[src/rtl/dvs_pkg.sv]
// Shared types and constants for the DVS sample feeder and its filter-side timing.
// Includes the saturating magnitude helper used for activity detection.
package dvs_pkg;

  localparam int SAMPLE_W         = 16;
  localparam int MAG_W            = SAMPLE_W - 1;
  localparam int PHASE_W          = 3;
  localparam int LP_PERIOD        = 8;
  localparam int LP_CAPTURE_PHASE = 7;

  typedef logic signed [SAMPLE_W-1:0] sample_t;

  typedef enum logic {
    NORMAL = 1'b0,
    LOWPWR = 1'b1
  } mode_e;

  // |x| with the most negative code saturating to the largest positive magnitude.
  function automatic logic [MAG_W-1:0] sample_mag(input sample_t x);
    logic [SAMPLE_W-1:0] a;
    a = x[SAMPLE_W-1] ? SAMPLE_W'(~x + SAMPLE_W'(1)) : SAMPLE_W'(x);
    return a[SAMPLE_W-1] ? {MAG_W{1'b1}} : a[MAG_W-1:0];
  endfunction

endpackage

[src/rtl/dvs_sample_fifo.sv]
// Synchronous sample FIFO; head entry visible combinationally, a push is poppable next cycle.
// Push is ignored when full (even with a simultaneous pop); pop is ignored when empty.
module dvs_sample_fifo
  import dvs_pkg::*;
#(
  parameter int DEPTH = 8
) (
  input  logic                     clk,
  input  logic                     reset_n,
  input  logic                     push,
  input  sample_t                  push_dat,
  input  logic                     pop,
  output sample_t                  pop_dat,
  output logic                     full,
  output logic                     empty,
  output logic [$clog2(DEPTH):0]   level
);

  localparam int AW = $clog2(DEPTH);
  localparam int LW = AW + 1;

  sample_t         mem_q [DEPTH];
  sample_t         mem_d [DEPTH];
  logic [AW-1:0]   wr_ptr_q, wr_ptr_d;
  logic [AW-1:0]   rd_ptr_q, rd_ptr_d;
  logic [LW-1:0]   count_q, count_d;
  logic            do_push;
  logic            do_pop;

  assign full    = (count_q == LW'(DEPTH));
  assign empty   = (count_q == '0);
  assign level   = count_q;
  assign pop_dat = mem_q[rd_ptr_q];
  assign do_push = push && !full;
  assign do_pop  = pop && !empty;

  always_comb begin
    mem_d    = mem_q;
    wr_ptr_d = wr_ptr_q;
    rd_ptr_d = rd_ptr_q;
    count_d  = count_q;
    if (do_push) begin
      mem_d[wr_ptr_q] = push_dat;
      wr_ptr_d        = wr_ptr_q + AW'(1);
    end
    if (do_pop) begin
      rd_ptr_d = rd_ptr_q + AW'(1);
    end
    case ({do_push, do_pop})
      2'b10:   count_d = count_q + LW'(1);
      2'b01:   count_d = count_q - LW'(1);
      default: count_d = count_q;
    endcase
  end

  // Storage needs no reset: occupancy alone decides what is valid.
  always_ff @(posedge clk) begin
    mem_q <= mem_d;
  end

  always_ff @(posedge clk or negedge reset_n) begin
    if (!reset_n) begin
      wr_ptr_q <= '0;
      rd_ptr_q <= '0;
      count_q  <= '0;
    end else begin
      wr_ptr_q <= wr_ptr_d;
      rd_ptr_q <= rd_ptr_d;
      count_q  <= count_d;
    end
  end

endmodule

[src/rtl/dvs_sample_feeder.sv]
// Feeds the DVS filter: FIFO-buffered samples, activity-driven power mode, decimation phase mirror.
// One registered cycle from FIFO head to sample_out; upstream throttled by in_ready (FIFO not full).
module dvs_sample_feeder
  import dvs_pkg::*;
#(
  parameter int DEPTH       = 8,
  parameter int THRESH      = 256,
  parameter int QUIET_COUNT = 16,
  parameter int EXIT_LEVEL  = 6
) (
  input  logic                     clk,
  input  logic                     reset_n,
  input  logic                     in_valid,
  input  sample_t                  in_data,
  output logic                     in_ready,
  output sample_t                  sample_out,
  output logic                     low_power_mode,
  output logic                     underrun,
  output logic [$clog2(DEPTH):0]   fifo_level
);

  localparam int LW = $clog2(DEPTH) + 1;
  localparam logic [MAG_W-1:0]   THRESH_M  = MAG_W'(THRESH);
  localparam logic [7:0]         QUIET_M   = 8'(QUIET_COUNT);
  localparam logic [LW-1:0]      EXIT_M    = LW'(EXIT_LEVEL);
  localparam logic [PHASE_W-1:0] POP_PHASE = PHASE_W'(LP_CAPTURE_PHASE - 1);
  localparam logic [PHASE_W-1:0] LAST_PH   = PHASE_W'(LP_PERIOD - 1);

  mode_e                mode_q, mode_d;
  logic [PHASE_W-1:0]   phase_q, phase_d;
  logic [7:0]           quiet_q, quiet_d;
  logic                 loud_q, loud_d;
  sample_t              sample_q, sample_d;
  logic                 underrun_q, underrun_d;

  logic                 fifo_full;
  logic                 fifo_empty;
  sample_t              head;
  logic                 pop_slot;
  logic                 do_pop;
  logic                 head_loud;

  dvs_sample_fifo #(.DEPTH(DEPTH)) u_fifo (
    .clk      (clk),
    .reset_n  (reset_n),
    .push     (in_valid),
    .push_dat (in_data),
    .pop      (do_pop),
    .pop_dat  (head),
    .full     (fifo_full),
    .empty    (fifo_empty),
    .level    (fifo_level)
  );

  assign in_ready       = !fifo_full;
  assign sample_out     = sample_q;
  assign underrun       = underrun_q;
  assign low_power_mode = (mode_q == LOWPWR);

  // In low power the pop lands one cycle before the filter's capture phase.
  assign pop_slot  = (mode_q == NORMAL) || (phase_q == POP_PHASE);
  assign do_pop    = pop_slot && !fifo_empty;
  assign head_loud = (sample_mag(head) >= THRESH_M);

  always_comb begin
    sample_d   = sample_q;
    underrun_d = 1'b0;
    loud_d     = 1'b0;
    quiet_d    = quiet_q;
    mode_d     = mode_q;
    phase_d    = phase_q;

    if (pop_slot) begin
      if (!fifo_empty) begin
        sample_d = head;
        loud_d   = head_loud;
        if (head_loud) begin
          quiet_d = '0;
        end else if (quiet_q < QUIET_M) begin
          quiet_d = quiet_q + 8'd1;
        end
      end else begin
        sample_d   = '0;
        underrun_d = 1'b1;
        quiet_d    = '0;
      end
    end

    if (mode_q == LOWPWR) begin
      phase_d = (phase_q == LAST_PH) ? '0 : phase_q + PHASE_W'(1);
    end

    case (mode_q)
      NORMAL: begin
        if (quiet_q >= QUIET_M) begin
          mode_d = LOWPWR;
        end
      end
      LOWPWR: begin
        if (loud_q || (fifo_level >= EXIT_M)) begin
          mode_d  = NORMAL;
          quiet_d = '0;
        end
      end
      default: mode_d = NORMAL;
    endcase
  end

  always_ff @(posedge clk or negedge reset_n) begin
    if (!reset_n) begin
      mode_q     <= NORMAL;
      phase_q    <= '0;
      quiet_q    <= '0;
      loud_q     <= 1'b0;
      sample_q   <= '0;
      underrun_q <= 1'b0;
    end else begin
      mode_q     <= mode_d;
      phase_q    <= phase_d;
      quiet_q    <= quiet_d;
      loud_q     <= loud_d;
      sample_q   <= sample_d;
      underrun_q <= underrun_d;
    end
  end

endmodule

[config.mk]
export PLATFORM = sky130hd
export DESIGN_NAME = dvs_sample_feeder
export DESIGN_NICKNAME = d
export VERILOG_FILES = /design/src/rtl/dvs_pkg.sv /design/src/rtl/dvs_sample_fifo.sv /design/src/rtl/dvs_sample_feeder.sv
export SDC_FILE = /design/constraint.sdc
export NUM_CORES = 1
export LEC_CHECK = 0
export CAP_MARGIN = 20
export CORE_MARGIN = 2
export CORE_UTILIZATION = 35
export CTS_BUF_LIST = sky130_fd_sc_hd__clkbuf_4 sky130_fd_sc_hd__clkbuf_8 sky130_fd_sc_hd__clkbuf_16
export CTS_CLUSTER_SIZE = 16
export DETAILED_ROUTE_END_ITERATION = 12
export DONT_BUFFER_PORTS = 1
export PLACE_DENSITY_LB_ADDON = 0.12
export SLEW_MARGIN = 20
export SYNTH_ARGS = -nofsm -noshare
export SYNTH_HDL_FRONTEND = slang
export SYNTH_SLANG_ARGS = --single-unit
[constraint.sdc]
create_clock -name clk -period 5.1 [get_ports clk]
set_input_delay 1.02 -clock clk [delete_from_list [all_inputs] [get_ports clk]]
set_output_delay 1.02 -clock clk [all_outputs]
set_load 0.05 [all_outputs]
==> flow_summary_export.csv <==
group,metric,value,unit
logic_synthesis,synthesis.area,6920,um2
routing,vias,3569,
power,clkPwrFrac,25.7,%
job,drv_cap,0,
floorplan,coreArea,19500,um2
placement,place_area,7300,um2
logic_synthesis,ys_warn_count,0,
worst_setup_path,critPathSlowestCell,"mux4_2",
cells_and_area,multi_input_area,1970,um2
grt,grt_pass1_wl,21900,um
placement,hpwl,8990,um
cts,cts_tree,"built",
worst_hold_path,hold_class,"input pin to asynchronous set/reset pin",
cts,cts_buffers,17,
logic_synthesis,synth-seq-cells,168,
floorplan,die-area,20900,um2
cts,htreeDepth,4,
cells_and_area,fin_area,7880,um2
sta,timing.final.ws_setup,1.09,ns
floorplan,fp-row-count,51,
placement,pre_cts_slack,1.12,ns
floorplan,die_h,145,um
cts,clock_sinks,168,
routing,via_per_inst,5.11,
power,power_switching_share,37.5,%
logic_synthesis,synth_ff_type,"edfxtp_1",
cells_and_area,area_growth,13.9,%
routing,drtAntennaViolNets,0,
worst_setup_path,setup.worst_path.end_class,"flop",
power,powerDensity,627,nW/um2
routing,drt-total-wl,14300,um
cts,cts_root_buf,"clkbuf_16",
outcome,status,"finished clean",
worst_setup_path,worstReg2RegStart,"u_fifo.rd_ptr_q[0]",
cells_and_area,seqCellArea,4840,um2
sta,rsz0062_at_grt,"false",
placement,dp.cells,667,
floorplan,die_w,145,um
cts,ctsHoldBuffers,0,
routing,dr.pass1.iters,4,
logic_synthesis,yosysMostFrequentCell,"edfxtp_1",
grt,gr-total-overflow,0,
logic_synthesis,synthArstFlopShare,23.8,%
power,p_seq_share,44.9,%
worst_setup_path,crit_arrival,4.36,ns
worst_setup_path,cpLargestDelayFamily,"compound AO/OA/AOI/OAI gates",
cells_and_area,fin_cells,699,
worst_setup_path,startpoint,"u_fifo.rd_ptr_q[0]",
cells_and_area,fill_cells,1743,
logic_synthesis,syn_nets,432,
worst_setup_path,crit_buf_inv,1,
logic_synthesis,ys_types,44,
cells_and_area,final_nets,452,
sta,max_freq,250,MHz
cts,post_cts_buffers,0,
routing,drt_iter0_markers,231,
placement,portBuffers,0,
cts,post_cts_resized,0,
worst_setup_path,slowest_delay,0.60,ns
floorplan,num_io_pins,42,
sta,tightestPinTransition,0.784,ns
sta,hold_viol_final,0,
power,p_comb_share,29.4,%
logic_synthesis,synth-edff-count,128,
worst_setup_path,r2r_slack,1.09,ns
logic_synthesis,synth_cells,401,
placement,gp_congestion,0.785,
cells_and_area,drive_gt1_share,21.0,%
worst_setup_path,cp_data_required_time,5.46,ns
logic_synthesis,synth.avg_cell_area,17.3,um2
cts,clockBufferDepth,2,
worst_setup_path,worstRegToRegCells,9,
cts,clk_latency,0.42,ns
worst_setup_path,crit_path_max_fanout,22,
sta,setup_viol,0,
power,peakVddDrop,0.000214,V
worst_setup_path,cp_num_cells,9,
grt,grt_usage,14.8,%
sta,tns,0,ns
routing,post_drt_wl_per_cell,20.4,um
grt,grt_pass1_vias,3588,
worst_setup_path,crit_chain,"buf_4 > mux4_2 > mux2i_2 > nand4_2 > o41ai_1 > xor2_1 > a211o_1 > o41ai_4 > and3_1",
routing,drc,0,
logic_synthesis,yosys-top-cells-count,"128 x edfxtp_1, 40 x dfrtp_1, 39 x nand2_1",
worst_setup_path,startpoint_type,"flop",
floorplan,start_util,35.6,%
grt,grt_max_degree,41,
power,switchingPower,1850,uW
cells_and_area,diodes,0,
sta,skew,0.00900,ns
sta,slew_viol_final,0,
logic_synthesis,synth_top_area_share,55.5,%
logic_synthesis,synth_top_cell_by_area,"edfxtp_1",
sta,fin_crit,4.01,ns
logic_synthesis,seq_area_frac_synth,70.0,%
sta,fin_crit_sh,78.6,%
worst_setup_path,path_class,"flop to flop",
sta,maxSlewHeadroom,47.7,%
power,p_leak,0.00278,uW
cts,path_clk_slew,0.07,ns
power,p_int,3090,uW
logic_synthesis,synthTopCellsByArea,"edfxtp_1 56%, dfrtp_1 14%, mux4_2 9.4%, mux2i_1 2.5%, nand2_1 2.1%",
grt,antenna_found_initial,0,
path summary, 6_finish.rpt:
check	endpoint
worst max-delay path	quiet_q[7]
worst min register to register	quiet_q[7]
max in group asynchronous	sample_out[2]
min in group clk	quiet_q[7]
worst max register to register	quiet_q[7]
worst min-delay path	quiet_q[4]
flip-flops by register name, summed over array words and instances (netlist names):
signal           count
loud_q               1
low_power_mode       1
phase_q              3
quiet_q              8
sample_out          16
u_fifo.level         4
u_fifo.mem_q       128
u_fifo.rd_ptr_q      3
u_fifo.wr_ptr_q      3
underrun             1
cell usage in the layout, fill, tap and decap left out, types with 2 or more instances in the layout:
cell type,netlist,routed
edfxtp_1,128,128
dfrtp_1,40,40
nand2_1,39,39
mux4_2,29,29
o21ai_0,20,20
mux2i_1,17,17
clkbuf_16,0,17
buf_4,0,16
inv_1,11,11
nor2_1,11,11
ha_1,11,11
xnor2_1,9,9
nor3_1,11,7
and3_1,7,7
nand3_1,5,5
inv_6,0,5
nand2b_1,4,4
nor3_2,0,4
mux2_2,4,4
mux4_1,3,3
mux2i_2,3,3
xor2_1,3,3
or3_1,3,3
clkinv_4,0,3
nor4_2,1,2
nor4_1,3,2
o41ai_1,2,2
o31ai_1,2,2
a21boi_0,2,2
a211o_1,2,2
or4_1,2,2
bufinv_16,0,2
clkinv_1,0,2
metrics by stage:
| stage | hold slack [ns] | power (uW) | util (%) |
|---|---|---|---|
| after floorplan | 0.467 | 3300 | - |
| after global placement | 0.486 | 3720 | 37.5 |
| after detailed placement | 0.505 | 3730 | 37.5 |
| after CTS | 0.264 | 5010 | 40.5 |
| after global routing | 0.258 | 5230 | 40.5 |
| final | 0.290 | 4950 | 40.5 |
power groups by stage:
stage	registers [uW]	logic, uW	clock network, uW
6_report	2220	1450	1270
5_1_grt	2260	1600	1360
4_1_cts	2230	1480	1300
3_5_place_dp	2260	1470	0
3_3_place_gp	2250	1470	0
2_1_floorplan	2170	1120	0
cells by family (layout without fill, tap and decap cells):
logic type                 Yosys count  in the layout  synth area share [%]
DFF                                168            168                  70.0
and+or+nand+nor                     91             91                  6.40
muxes                               56             56                  14.3
AOI/OAI and AO/OA                   36             36                  3.54
buffers and inverters               26             59                  2.02
adders and majority gates           12             12                  2.28
xor gates and xnor gates            12             12                  1.52
layout make-up:
cell class / instances / share of cell area (%)
Sequential cell: 168 / 61.5
Multi-Input combinational cell: 207 / 24.9
Clock buffer: 18 / 5.49
Tap cell: 265 / 4.21
Clock inverter: 14 / 1.87
Timing Repair Buffer: 16 / 1.52
Inverter: 11 / 0.524
layer usage:
metal,track usage [%],wire length [um]
met1,19.8,6560
met3,4.31,725
met2,23.3,6830
met4,4.75,156
met5,0,0
worst reg2reg max path, stage by stage, from the launching register on:
cell and delay (ns):
dfrtp_1 0.58, buf_4 0.50, mux4_2 0.61, mux2i_2 0.42
nand4_2 0.24, o41ai_1 0.45, xor2_1 0.11, a211o_1 0.37
o41ai_4 0.43, and3_1 0.22
No activity file was read; power rests on OpenSTA's default activity.
